==> config.mk <==
export PLATFORM = sky130hd
export DESIGN_NAME = lcd_bus_scheduler_flat
export DESIGN_NICKNAME = d
export VERILOG_FILES = /design/src/rtl/lcd_bus_scheduler_pkg.sv /design/src/rtl/lcd_bus_scheduler_if.sv /design/src/rtl/lcd_bus_scheduler_phase_timer.sv /design/src/rtl/lcd_bus_scheduler.sv /design/src/flat_wrapper.sv
export SDC_FILE = /design/constraint.sdc
export NUM_CORES = 1
export LEC_CHECK = 0
export BUFFER_PORTS_ARGS = -buffer_cell sky130_fd_sc_hd__buf_2
export CORE_MARGIN = 2
export CORE_UTILIZATION = 55
export DETAILED_ROUTE_END_ITERATION = 10
export HOLD_SLACK_MARGIN = 0.15
export PLACE_DENSITY = 0.88
export SETUP_SLACK_MARGIN = 0.5
export SLEW_MARGIN = 20
export SYNTH_ARGS = -nofsm -noshare
export SYNTH_HDL_FRONTEND = slang
export SYNTH_SLANG_ARGS = --single-unit
==> constraint.sdc <==
create_clock -name clk -period 4.16 [get_ports clk]
set_clock_uncertainty 0.2 [all_clocks]
set_input_delay 0.416 -clock clk [delete_from_list [all_inputs] [get_ports clk]]
set_output_delay 0.416 -clock clk [all_outputs]
set_load 0.01 [all_outputs]
==> src/rtl/lcd_bus_scheduler_pkg.sv <==
// ============================================================================
// Module  : lcd_pkg
// Brief   : Shared state encoding, HD44780 command bytes and init ROM.
// Revision: 1.0
// ============================================================================
`default_nettype none

package lcd_pkg;

    typedef logic [7:0] lcd_byte_t;

    localparam logic [2:0] ST_POWERUP = 3'd0;
    localparam logic [2:0] ST_INIT    = 3'd1;
    localparam logic [2:0] ST_SETUP   = 3'd2;
    localparam logic [2:0] ST_PULSE   = 3'd3;
    localparam logic [2:0] ST_HOLD    = 3'd4;
    localparam logic [2:0] ST_WAIT    = 3'd5;
    localparam logic [2:0] ST_IDLE    = 3'd6;
    localparam logic [2:0] ST_LINEFIX = 3'd7;

    localparam lcd_byte_t FUNC_SET = 8'h38;
    localparam lcd_byte_t DISP_ON  = 8'h0C;
    localparam lcd_byte_t ENTRY    = 8'h06;
    localparam lcd_byte_t CLEAR    = 8'h01;
    localparam lcd_byte_t HOME     = 8'h02;
    localparam lcd_byte_t LINE0    = 8'h80;
    localparam lcd_byte_t LINE1    = 8'hC0;

    localparam int INIT_LEN = 5;

    function automatic lcd_byte_t init_rom(input logic [2:0] step);
        case (step)
            3'd0, 3'd1: init_rom = FUNC_SET;
            3'd2:       init_rom = DISP_ON;
            3'd3:       init_rom = ENTRY;
            default:    init_rom = CLEAR;
        endcase
    endfunction

    // A phase of N cycles loads N-1; a zero-length phase still takes one cycle.
    function automatic int phase_load(input int cycles);
        phase_load = (cycles < 1) ? 0 : cycles - 1;
    endfunction

    function automatic int imax(input int a, input int b);
        imax = (a > b) ? a : b;
    endfunction

endpackage

`default_nettype wire

==> src/rtl/lcd_bus_scheduler_if.sv <==
// ============================================================================
// Module  : lcd_bus_scheduler_if
// Brief   : Requester handshakes, status and LCD pin bundle.
// Revision: 1.0
// ============================================================================
`default_nettype none

interface lcd_bus_scheduler_if;
    import lcd_pkg::*;

    logic      cmd_req;
    lcd_byte_t cmd_data;
    logic      cmd_ack;
    logic      chr_req;
    lcd_byte_t chr_data;
    logic      chr_ack;
    logic      init_done;
    logic      busy;
    logic      lcd_rs;
    logic      lcd_rw;
    logic      lcd_e;
    lcd_byte_t lcd_data;

    modport master (
        output cmd_req, cmd_data, chr_req, chr_data,
        input  cmd_ack, chr_ack, init_done, busy, lcd_rs, lcd_rw, lcd_e, lcd_data
    );

    modport slave (
        input  cmd_req, cmd_data, chr_req, chr_data,
        output cmd_ack, chr_ack, init_done, busy, lcd_rs, lcd_rw, lcd_e, lcd_data
    );

endinterface

`default_nettype wire

==> src/rtl/lcd_bus_scheduler_phase_timer.sv <==
// ============================================================================
// Module  : lcd_phase_timer
// Brief   : Loadable down-counter; o_done while the count sits at zero.
// Revision: 1.0
// ============================================================================
`default_nettype none

module lcd_phase_timer #(
    parameter int               WIDTH     = 8,
    parameter logic [WIDTH-1:0] RESET_VAL = '0
) (
    input  wire logic             clk,
    input  wire logic             reset_n,
    input  wire logic             i_load,
    input  wire logic [WIDTH-1:0] i_load_val,
    output      logic             o_done
);

    logic [WIDTH-1:0] r_count;

    always_ff @(posedge clk or negedge reset_n) begin
        if (!reset_n) begin
            r_count <= RESET_VAL;
        end else if (i_load) begin
            r_count <= i_load_val;
        end else if (r_count != '0) begin
            r_count <= r_count - WIDTH'(1);
        end
    end

    assign o_done = (r_count == '0);

endmodule

`default_nettype wire

==> src/rtl/lcd_bus_scheduler.sv <==
// ============================================================================
// Module  : lcd_bus_scheduler
// Brief   : HD44780 bus owner: power-on init, cmd/chr arbitration, cursor wrap.
// Revision: 1.0
// ============================================================================
`default_nettype none

module lcd_bus_scheduler
    import lcd_pkg::*;
#(
    parameter int POWERUP_CYCLES = 750000,
    parameter int SETUP_CYCLES   = 3,
    parameter int E_CYCLES       = 12,
    parameter int HOLD_CYCLES    = 2,
    parameter int EXEC_CYCLES    = 2500,
    parameter int CLEAR_CYCLES   = 82000,
    parameter int LINE_LEN       = 16
) (
    input wire logic          clk,
    input wire logic          reset_n,
    lcd_bus_scheduler_if.slave bus
);

    localparam int c_MAX_CYC = imax(imax(imax(POWERUP_CYCLES, SETUP_CYCLES), imax(E_CYCLES, HOLD_CYCLES)),
                                    imax(EXEC_CYCLES, CLEAR_CYCLES));
    localparam int c_TW    = (c_MAX_CYC < 2) ? 1 : $clog2(c_MAX_CYC);
    localparam int c_COL_W = (LINE_LEN < 2) ? 1 : $clog2(LINE_LEN);

    localparam logic [c_TW-1:0] c_LD_POWERUP = c_TW'(phase_load(POWERUP_CYCLES));
    localparam logic [c_TW-1:0] c_LD_SETUP   = c_TW'(phase_load(SETUP_CYCLES));
    localparam logic [c_TW-1:0] c_LD_E       = c_TW'(phase_load(E_CYCLES));
    localparam logic [c_TW-1:0] c_LD_HOLD    = c_TW'(phase_load(HOLD_CYCLES));
    localparam logic [c_TW-1:0] c_LD_EXEC    = c_TW'(phase_load(EXEC_CYCLES));
    localparam logic [c_TW-1:0] c_LD_CLEAR   = c_TW'(phase_load(CLEAR_CYCLES));
    localparam logic [c_COL_W-1:0] c_LAST_COL = c_COL_W'(LINE_LEN - 1);

    logic [2:0]         r_state;
    logic [2:0]         r_step;
    logic [c_COL_W-1:0] r_col;
    logic               r_line;
    logic               r_fix;
    logic               r_rs;
    lcd_byte_t          r_data;
    logic               r_cmd_ack;
    logic               r_chr_ack;
    logic               r_init_done;

    logic               w_done;
    logic               w_load;
    logic [c_TW-1:0]    w_load_val;
    logic               w_is_clear;
    logic               w_grant_cmd;
    logic               w_grant_chr;

    lcd_phase_timer #(
        .WIDTH     (c_TW),
        .RESET_VAL (c_LD_POWERUP)
    ) u_timer (
        .clk        (clk),
        .reset_n    (reset_n),
        .i_load     (w_load),
        .i_load_val (w_load_val),
        .o_done     (w_done)
    );

    assign w_is_clear  = !r_rs && ((r_data == CLEAR) || (r_data == HOME));
    assign w_grant_cmd = (r_state == ST_IDLE) && r_init_done && bus.cmd_req;
    assign w_grant_chr = (r_state == ST_IDLE) && r_init_done && !bus.cmd_req && bus.chr_req;

    // The timer is loaded on the last cycle of the preceding state so each phase is exact.
    always_comb begin
        w_load     = 1'b0;
        w_load_val = '0;
        case (r_state)
            ST_INIT, ST_LINEFIX: begin
                w_load     = 1'b1;
                w_load_val = c_LD_SETUP;
            end
            ST_IDLE: begin
                w_load     = w_grant_cmd || w_grant_chr;
                w_load_val = c_LD_SETUP;
            end
            ST_SETUP: begin
                w_load     = w_done;
                w_load_val = c_LD_E;
            end
            ST_PULSE: begin
                w_load     = w_done;
                w_load_val = c_LD_HOLD;
            end
            ST_HOLD: begin
                w_load     = w_done;
                w_load_val = w_is_clear ? c_LD_CLEAR : c_LD_EXEC;
            end
            default: ;
        endcase
    end

    always_ff @(posedge clk or negedge reset_n) begin
        if (!reset_n) begin
            r_state     <= ST_POWERUP;
            r_step      <= 3'd0;
            r_col       <= '0;
            r_line      <= 1'b0;
            r_fix       <= 1'b0;
            r_rs        <= 1'b0;
            r_data      <= 8'h00;
            r_cmd_ack   <= 1'b0;
            r_chr_ack   <= 1'b0;
            r_init_done <= 1'b0;
        end else begin
            r_cmd_ack <= 1'b0;
            r_chr_ack <= 1'b0;
            case (r_state)
                ST_POWERUP: if (w_done) r_state <= ST_INIT;
                ST_INIT: begin
                    r_rs    <= 1'b0;
                    r_data  <= init_rom(r_step);
                    r_fix   <= 1'b0;
                    r_state <= ST_SETUP;
                end
                ST_IDLE: begin
                    if (w_grant_cmd) begin
                        r_cmd_ack <= 1'b1;
                        r_rs      <= 1'b0;
                        r_data    <= bus.cmd_data;
                        r_state   <= ST_SETUP;
                        if ((bus.cmd_data == CLEAR) || (bus.cmd_data == HOME)) begin
                            r_col  <= '0;
                            r_line <= 1'b0;
                        end else if (bus.cmd_data[7]) begin
                            r_line <= bus.cmd_data[6];
                            if (int'(bus.cmd_data[3:0]) > LINE_LEN - 1)
                                r_col <= c_LAST_COL;
                            else
                                r_col <= c_COL_W'(bus.cmd_data[3:0]);
                        end
                    end else if (w_grant_chr) begin
                        r_chr_ack <= 1'b1;
                        r_rs      <= 1'b1;
                        r_data    <= bus.chr_data;
                        r_state   <= ST_SETUP;
                    end
                end
                ST_SETUP: if (w_done) r_state <= ST_PULSE;
                ST_PULSE: if (w_done) r_state <= ST_HOLD;
                ST_HOLD:  if (w_done) r_state <= ST_WAIT;
                ST_WAIT: begin
                    if (w_done) begin
                        if (!r_init_done) begin
                            if (r_step == 3'(INIT_LEN - 1)) begin
                                r_init_done <= 1'b1;
                                r_state     <= ST_IDLE;
                            end else begin
                                r_step  <= r_step + 3'd1;
                                r_state <= ST_INIT;
                            end
                        end else if (r_fix) begin
                            r_fix   <= 1'b0;
                            r_col   <= '0;
                            r_line  <= ~r_line;
                            r_state <= ST_IDLE;
                        end else if (r_rs && (r_col == c_LAST_COL)) begin
                            r_state <= ST_LINEFIX;
                        end else begin
                            if (r_rs) r_col <= r_col + c_COL_W'(1);
                            r_state <= ST_IDLE;
                        end
                    end
                end
                ST_LINEFIX: begin
                    r_rs    <= 1'b0;
                    r_data  <= r_line ? LINE0 : LINE1;
                    r_fix   <= 1'b1;
                    r_state <= ST_SETUP;
                end
                default: r_state <= ST_POWERUP;
            endcase
        end
    end

    assign bus.cmd_ack   = r_cmd_ack;
    assign bus.chr_ack   = r_chr_ack;
    assign bus.init_done = r_init_done;
    assign bus.busy      = (r_state != ST_IDLE);
    assign bus.lcd_rs    = r_rs;
    assign bus.lcd_rw    = 1'b0;
    assign bus.lcd_e     = (r_state == ST_PULSE);
    assign bus.lcd_data  = r_data;

endmodule

`default_nettype wire

==> src/flat_wrapper.sv <==
// flat-port wrapper written by rule: the top's interface ports become plain ports
module lcd_bus_scheduler_flat import lcd_pkg::*;
#(
    parameter int POWERUP_CYCLES = 750000,
    parameter int SETUP_CYCLES   = 3,
    parameter int E_CYCLES       = 12,
    parameter int HOLD_CYCLES    = 2,
    parameter int EXEC_CYCLES    = 2500,
    parameter int CLEAR_CYCLES   = 82000,
    parameter int LINE_LEN       = 16
)
  (clk, reset_n, bus_cmd_req, bus_cmd_data, bus_chr_req, bus_chr_data, bus_cmd_ack, bus_chr_ack, bus_init_done, bus_busy, bus_lcd_rs, bus_lcd_rw, bus_lcd_e, bus_lcd_data);
  lcd_bus_scheduler_if bus_i ();
  input wire logic clk;
  input wire logic reset_n;
  input wire logic [$bits(bus_i.cmd_req)-1:0] bus_cmd_req;
  input wire logic [$bits(bus_i.cmd_data)-1:0] bus_cmd_data;
  input wire logic [$bits(bus_i.chr_req)-1:0] bus_chr_req;
  input wire logic [$bits(bus_i.chr_data)-1:0] bus_chr_data;
  output wire logic [$bits(bus_i.cmd_ack)-1:0] bus_cmd_ack;
  output wire logic [$bits(bus_i.chr_ack)-1:0] bus_chr_ack;
  output wire logic [$bits(bus_i.init_done)-1:0] bus_init_done;
  output wire logic [$bits(bus_i.busy)-1:0] bus_busy;
  output wire logic [$bits(bus_i.lcd_rs)-1:0] bus_lcd_rs;
  output wire logic [$bits(bus_i.lcd_rw)-1:0] bus_lcd_rw;
  output wire logic [$bits(bus_i.lcd_e)-1:0] bus_lcd_e;
  output wire logic [$bits(bus_i.lcd_data)-1:0] bus_lcd_data;
  assign bus_i.cmd_req = bus_cmd_req;
  assign bus_i.cmd_data = bus_cmd_data;
  assign bus_i.chr_req = bus_chr_req;
  assign bus_i.chr_data = bus_chr_data;
  assign bus_cmd_ack = bus_i.cmd_ack;
  assign bus_chr_ack = bus_i.chr_ack;
  assign bus_init_done = bus_i.init_done;
  assign bus_busy = bus_i.busy;
  assign bus_lcd_rs = bus_i.lcd_rs;
  assign bus_lcd_rw = bus_i.lcd_rw;
  assign bus_lcd_e = bus_i.lcd_e;
  assign bus_lcd_data = bus_i.lcd_data;
  lcd_bus_scheduler #(.POWERUP_CYCLES(POWERUP_CYCLES), .SETUP_CYCLES(SETUP_CYCLES), .E_CYCLES(E_CYCLES), .HOLD_CYCLES(HOLD_CYCLES), .EXEC_CYCLES(EXEC_CYCLES), .CLEAR_CYCLES(CLEAR_CYCLES), .LINE_LEN(LINE_LEN)) u_core (.clk(clk), .reset_n(reset_n), .bus(bus_i));
endmodule
Yosys cells after proc, flatten, opt, wreduce, memory -nomap -nowiden
Index checks and enable logic that the tools add are counted.
{"block": "word_totals", "ff_bits": 44, "input_bits": 20, "elab_cells": 129}
{"block": "op_classes", "n_addsub": 3, "n_eq_ne": 29, "mux": 51, "bitwise": 3, "n_reduce_logical": 32}
{"operator": "$pmux 20 s4", "count": 1}
{"operator": "$mux 20", "count": 2}
{"operator": "$mux 4", "count": 8}
{"operator": "$mux 3", "count": 10}
{"operator": "$pmux 8 s3", "count": 1}
{"operator": "$pmux 3 s7", "count": 1}
{"operator": "$logic_not 20->1", "count": 1}
{"operator": "$reduce_bool 20->1", "count": 1}
{"operator": "$sub 20x1->20 const B", "count": 1}
{"operator": "$mux 1", "count": 18}
{"operator": "$pmux 6 s3", "count": 1}
{"operator": "$mux 17", "count": 1}
{"operator": "$eq 8x1->1 const B", "count": 2}
{"operator": "$eq 8x2->1 const B", "count": 2}
{"operator": "$mux 8", "count": 2}
{"operator": "$eq 3x3->1 const B", "count": 5}
{"operator": "$eq 3x2->1 const B", "count": 4}
{"operator": "$reduce_and 6->1", "count": 2}
{"operator": "$ne 2x1->1 const B", "count": 4}
{"operator": "$ne 2x2->1 const B", "count": 4}
{"operator": "$pmux 4 s2", "count": 1}
{"operator": "$mux 7", "count": 1}
{"operator": "$reduce_and 7->1", "count": 1}
{"operator": "$eq 3x1->1 const B", "count": 2}
{"operator": "20 further kinds", "count": 42}

Depth between registers and ports, before layout
{"block": "logic_depth", "depth_word": 7, "depth_mapped": 9, "depth_no_buf": 7}

Hierarchy
From an unflattened synthesis, not the netlist that was laid out.
{"block": "hier_totals", "hier_cells": 318, "area_unflattened_um2": 2791.4}
{"module": "lcd_bus_scheduler", "n_inst": 1, "cells_each": 191, "area_each_um2": 1590.3, "seq_area_each_um2": 600.6}
{"module": "lcd_phase_timer", "n_inst": 1, "cells_each": 127, "area_each_um2": 1201.2, "seq_area_each_um2": 516.7}

Least setup slack after synthesis
OpenSTA, ideal clock, no wires.
{"block": "synth_timing", "path_kind": "register to register", "startpoint": "register u_core.u_timer.r_count[0]", "endpoint": "register u_core.u_timer.r_count[18]", "setup_ps": 77, "arrival_time_ps": 2008, "required_time_ps": 3883, "setup_slack_ps": 1876, "path_stages_with_launch": 10, "n_path_buf": 2, "synth_period_minus_slack_ps": 2284, "cell_sequence": "dfstp_2 -> inv_1 -> ha_1 -> nor4b_1 -> and4_4 -> buf_6 -> and2_4 -> buf_6 -> or4_1 -> o21ai_1"}
{"block": "synth_via", "elab_chain_len": 3}
{"item": "from (decl)", "line": "lcd_bus_scheduler_phase_timer.sv:19", "rtl": "logic [WIDTH-1:0] r_count;"}
{"item": "from (signal assigned)", "line": "lcd_bus_scheduler_phase_timer.sv:25", "rtl": "r_count <= i_load_val;"}
{"item": "from (signal assigned)", "line": "lcd_bus_scheduler_phase_timer.sv:27", "rtl": "r_count <= r_count - WIDTH'(1);"}
{"item": "$sub 20x1->20 / $logic_not 20->1 (equally long branches)", "line": "lcd_bus_scheduler_phase_timer.sv:27, lcd_bus_scheduler_phase_timer.sv:31"}
{"item": "$mux 20 / $pmux 1 s3 (equally long branches)", "line": "lcd_bus_scheduler_phase_timer.sv:26, lcd_bus_scheduler.sv:74"}
{"item": "$mux 20 / $reduce_bool 2->1 (equally long branches)"}
Several ways; a longest one is shown, not always the timed one. The select of a mux whose other input is x is not followed.
A chain may end at the register's enable or synchronous reset.

Worst setup path after layout
{"block": "layout_timing", "startpoint": "register u_core.r_state[2]", "endpoint": "register u_core.r_line"}
{"block": "layout_via", "elab_chain_len": 5}
{"item": "from (decl)", "line": "lcd_bus_scheduler.sv:37", "rtl": "logic [2:0] r_state;"}
{"item": "from (signal assigned)", "line": "lcd_bus_scheduler.sv:101", "rtl": "r_state <= ST_POWERUP;"}
{"item": "from (signal assigned)", "line": "lcd_bus_scheduler.sv:115", "rtl": "ST_POWERUP: if (w_done) r_state <= ST_INIT;"}
{"item": "from (signal assigned)", "line": "lcd_bus_scheduler.sv:120", "rtl": "r_state <= ST_SETUP;"}
{"item": "$eq 3x3->1", "line": "lcd_bus_scheduler.sv:67, lcd_bus_scheduler.sv:114"}
{"item": "$logic_and 1x1->1 (2 in a row)", "line": "lcd_bus_scheduler.sv:67", "rtl": "assign w_grant_cmd = (r_state == ST_IDLE) && r_init_done && bus.cmd_req;"}
{"item": "$ne 2x1->1 (no line)"}
{"item": "$reduce_and 6->1 (no line)"}
{"item": "to (signal assigned)", "line": "lcd_bus_scheduler.sv:132", "rtl": "r_line <= bus.cmd_data[6];"}
{"item": "to (signal assigned)", "line": "lcd_bus_scheduler.sv:161", "rtl": "r_line <= ~r_line;"}
{"item": "to (decl)", "line": "lcd_bus_scheduler.sv:40", "rtl": "logic r_line;"}
Several ways; a longest one is shown, not always the timed one.

==> flow_summary.ini <==
[placed_design]
place_hpwl_mm = 4.758
gp_congestion = 0.8627
place_area_sq_mm = 0.002917
numPortBuffers = 33

[cells_and_area]
final_nets = 361
final-seq-area_sq_mm = 0.001117
multi_input_area_sq_mm = 0.001505
drive_gt1_frac = 0.2126
syn_to_final_growth_pct = 10.08
final_area_sq_mm = 0.003033
fin_util = 0.6337
final_common_cell = buf_2
mostFrequentLayoutCells = 33 x buf_2, 31 x dfrtp_1, 29 x nand2_1, 26 x nor2_1, 23 x a21oi_1
diodes = 0
fillCellCount = 404

[global_routing]
grt.total_usage = 0.2527
grt_max_degree = 45
antenna_found_initial = 0
grt_pass1_wl_mm = 11.05
overflow = 0
first_global_vias = 2423

[clock_network]
insertion_delay_ps = 300
tritoncts = yes
cts.sink_count = 44
post-cts-setup-buffer-count = 0
cts_buffers = 5
h-tree-depth = 2
cts.clk_slew.worst_paths_ps = 90
cts_resized = 0
cts_hold_buf = 1
clockBufferDepth = 2
clockRootBuffer = clkbuf_8

[timing]
period_share = 0.5986
clock.fmax_mhz = 401.6
tns_ps = 0
drv_slew = 0
period_minus_slack_ps = 2490
worst_pin_slew_ps = 974.6
grt_setup_unrepaired = no
hold_violations = 0
finalSetupViolations = 0
maxSlewHeadroom = 0.3503

[yosys]
synthArstFlopShare = 1.000
synth-seq-area-share = 0.4055
yosys.cell_types.count = 62
synth_top_area_share = 0.2816
ys.warnings.count = 0
syn_area_sq_mm = 0.002755
netlist_instances = 307
ys_ff_latch = 44
synth.area.top_cells = dfrtp_1 28%, dfstp_2 12%, a21oi_1 4.2%
synth_edf_count = 0
synthFlopType = dfrtp_1
syn-num-nets = 335
avgSynthCellArea_sq_um = 8.974
yosys.area.top_type = dfrtp_1

[routing]
routed_via_density = 6.087
num_vias = 2441
drt_wl_total_mm = 6.525
route.detailed.drc = 0
drt-pass1-iter-count = 4
ant_nets = 0
wl_per_cell_microns = 16.27
first_iter_violations = 147

[floorplan]
start_util = 0.5757
die_area_sq_mm = 0.005591
fp.dieH_microns = 74.78
core-area_sq_mm = 0.004786
io_pins = 35
die_w_microns = 74.78
rows = 25

[flow_run]
max_cap_viol_count = 0

[worst_hold_path]
min_to = u_core.bus.chr_ack
hold_class = in -> reg
min_delay_path_depth = 2
hp-start = bus_cmd_req

[setup_path]
worstPathArrival_ps = 2480
worstSetupEndpointType = flip-flop
worstRegToRegCells = 6
cp_max_fo = 14
cp_data_required_time_ps = 4150
r2r-start = u_core.r_state[2]
crit_type = reg -> reg
rrSetupSlack_ps = 1670
r2r-end = u_core.r_line
crit_path_start_kind = flip-flop

[pwr]
power_mw = 0.7825
peakVddDrop_mv = 0.1797
powerDensity_mw_per_mm2 = 258.0
leakagePower_nw = 1.281

[run_status]
outcome = completed
==> cell type report <==
class | instances | area share
clock inverter | 1 | 0.009901
clock buffer | 7 | 0.02517
tap | 67 | 0.02764
multi-input combinational | 236 | 0.4963
inverter | 12 | 0.01485
timing repair buffer | 34 | 0.05776
sequential | 44 | 0.3684
==> sequential cells by signal, summed over array words and instances (netlist names) <==
signal / cells
u_core.u_timer.r_count: 20
u_core.bus.cmd_ack: 1
u_core.r_step: 3
u_core.bus.lcd_rs: 1
u_core.bus.chr_ack: 1
u_core.r_fix: 1
u_core.r_state: 3
u_core.r_col: 4
u_core.r_line: 1
u_core.bus.lcd_data: 8
u_core.bus.init_done: 1
==> Yosys cell counts (3+ instances only) <==
library cell,instances
xor2_1,6
nand4b_1,3
nor3_1,13
ha_1,8
mux2i_1,4
nand3_1,17
xnor2_1,6
o21a_1,4
o21ai_0,12
and2_1,3
and3_2,3
nor4_1,4
o31ai_1,5
mux2_2,5
inv_1,11
a31oi_1,6
nand2_1,29
and3_1,3
nor2_1,26
dfrtp_1,31
a21oi_1,23
a21o_1,3
buf_4,3
clkbuf_1,5
nand4_1,7
buf_2,4
or3_1,4
dfstp_2,13
==> through the flow <==
| step | setup WS [ps] | instances | hold WS [ps] |
|---|---|---|---|
| 6_report | 1670 | 401 | 158.5 |
| 5_1_grt | 1428 | 401 | 169.8 |
| 4_1_cts | 1680 | 401 | 161.2 |
| 3_5_place_dp | 1705 | 392 | 296.6 |
| 3_3_place_gp | 1757 | 392 | 298.6 |
| 2_1_floorplan | 1876 | 307 | -79.59 |
==> report_power, final <==
group / switching (mW) / leakage, nW / total (mW) / internal [mW]
Sequential: 0 / 0.536 / 0.428 / 0.428
Combinational: 0.0175 / 0.693 / 0.0282 / 0.0107
Clock: 0.146 / 0.0524 / 0.326 / 0.180
Total: 0.164 / 1.28 / 0.783 / 0.619
==> worst max-delay path: stages (launching register included) <==
cell and delay, ps:
dfrtp_1 610, and3b_1 410, inv_1 140, a311oi_1 490, nor2_1 250, mux2i_1 200
nand3_1 90
==> cell families (layout without fill, tap and decap cells) <==
logic type / after synthesis / count (layout) / share of synthesized area
and+or+nand+nor: 130 / 130 / 0.2539
AOI/OAI and AO/OA: 75 / 75 / 0.1776
DFF: 44 / 44 / 0.4055
buffers and inverters: 27 / 54 / 0.04814
xor gates and xnor gates: 12 / 12 / 0.03815
muxes: 10 / 10 / 0.03905
adders and majority gates: 8 / 8 / 0.03633
other: 1 / 1 / 0.001361
==> worst max path at each step <==
| stage | from | endpoint | slack, ps | depth (start not counted) |
|---|---|---|---|---|
| floorplan | u_core.u_timer.r_count[0] | u_core.u_timer.r_count[18] | 1880 | 9 |
| global placement | u_core.r_state[0] | u_core.bus.lcd_data[7] | 1760 | 6 |
| detailed placement | u_core.r_state[2] | u_core.r_line | 1710 | 6 |
| CTS | u_core.r_state[0] | u_core.r_line | 1680 | 6 |
| global route | u_core.r_state[0] | u_core.r_line | 1430 | 6 |
| finish | u_core.r_state[2] | u_core.r_line | 1670 | 6 |
==> per-layer routing <==
metal,wire length (microns),global-route usage,vias to the layer above
met4,59,0.05754,0
met3,339,0.03213,9
li1,-,-,1169
met2,3285,0.4356,89
met1,2840,0.3425,1174
met5,0,0,-
(Power assumes the default switching activity.)
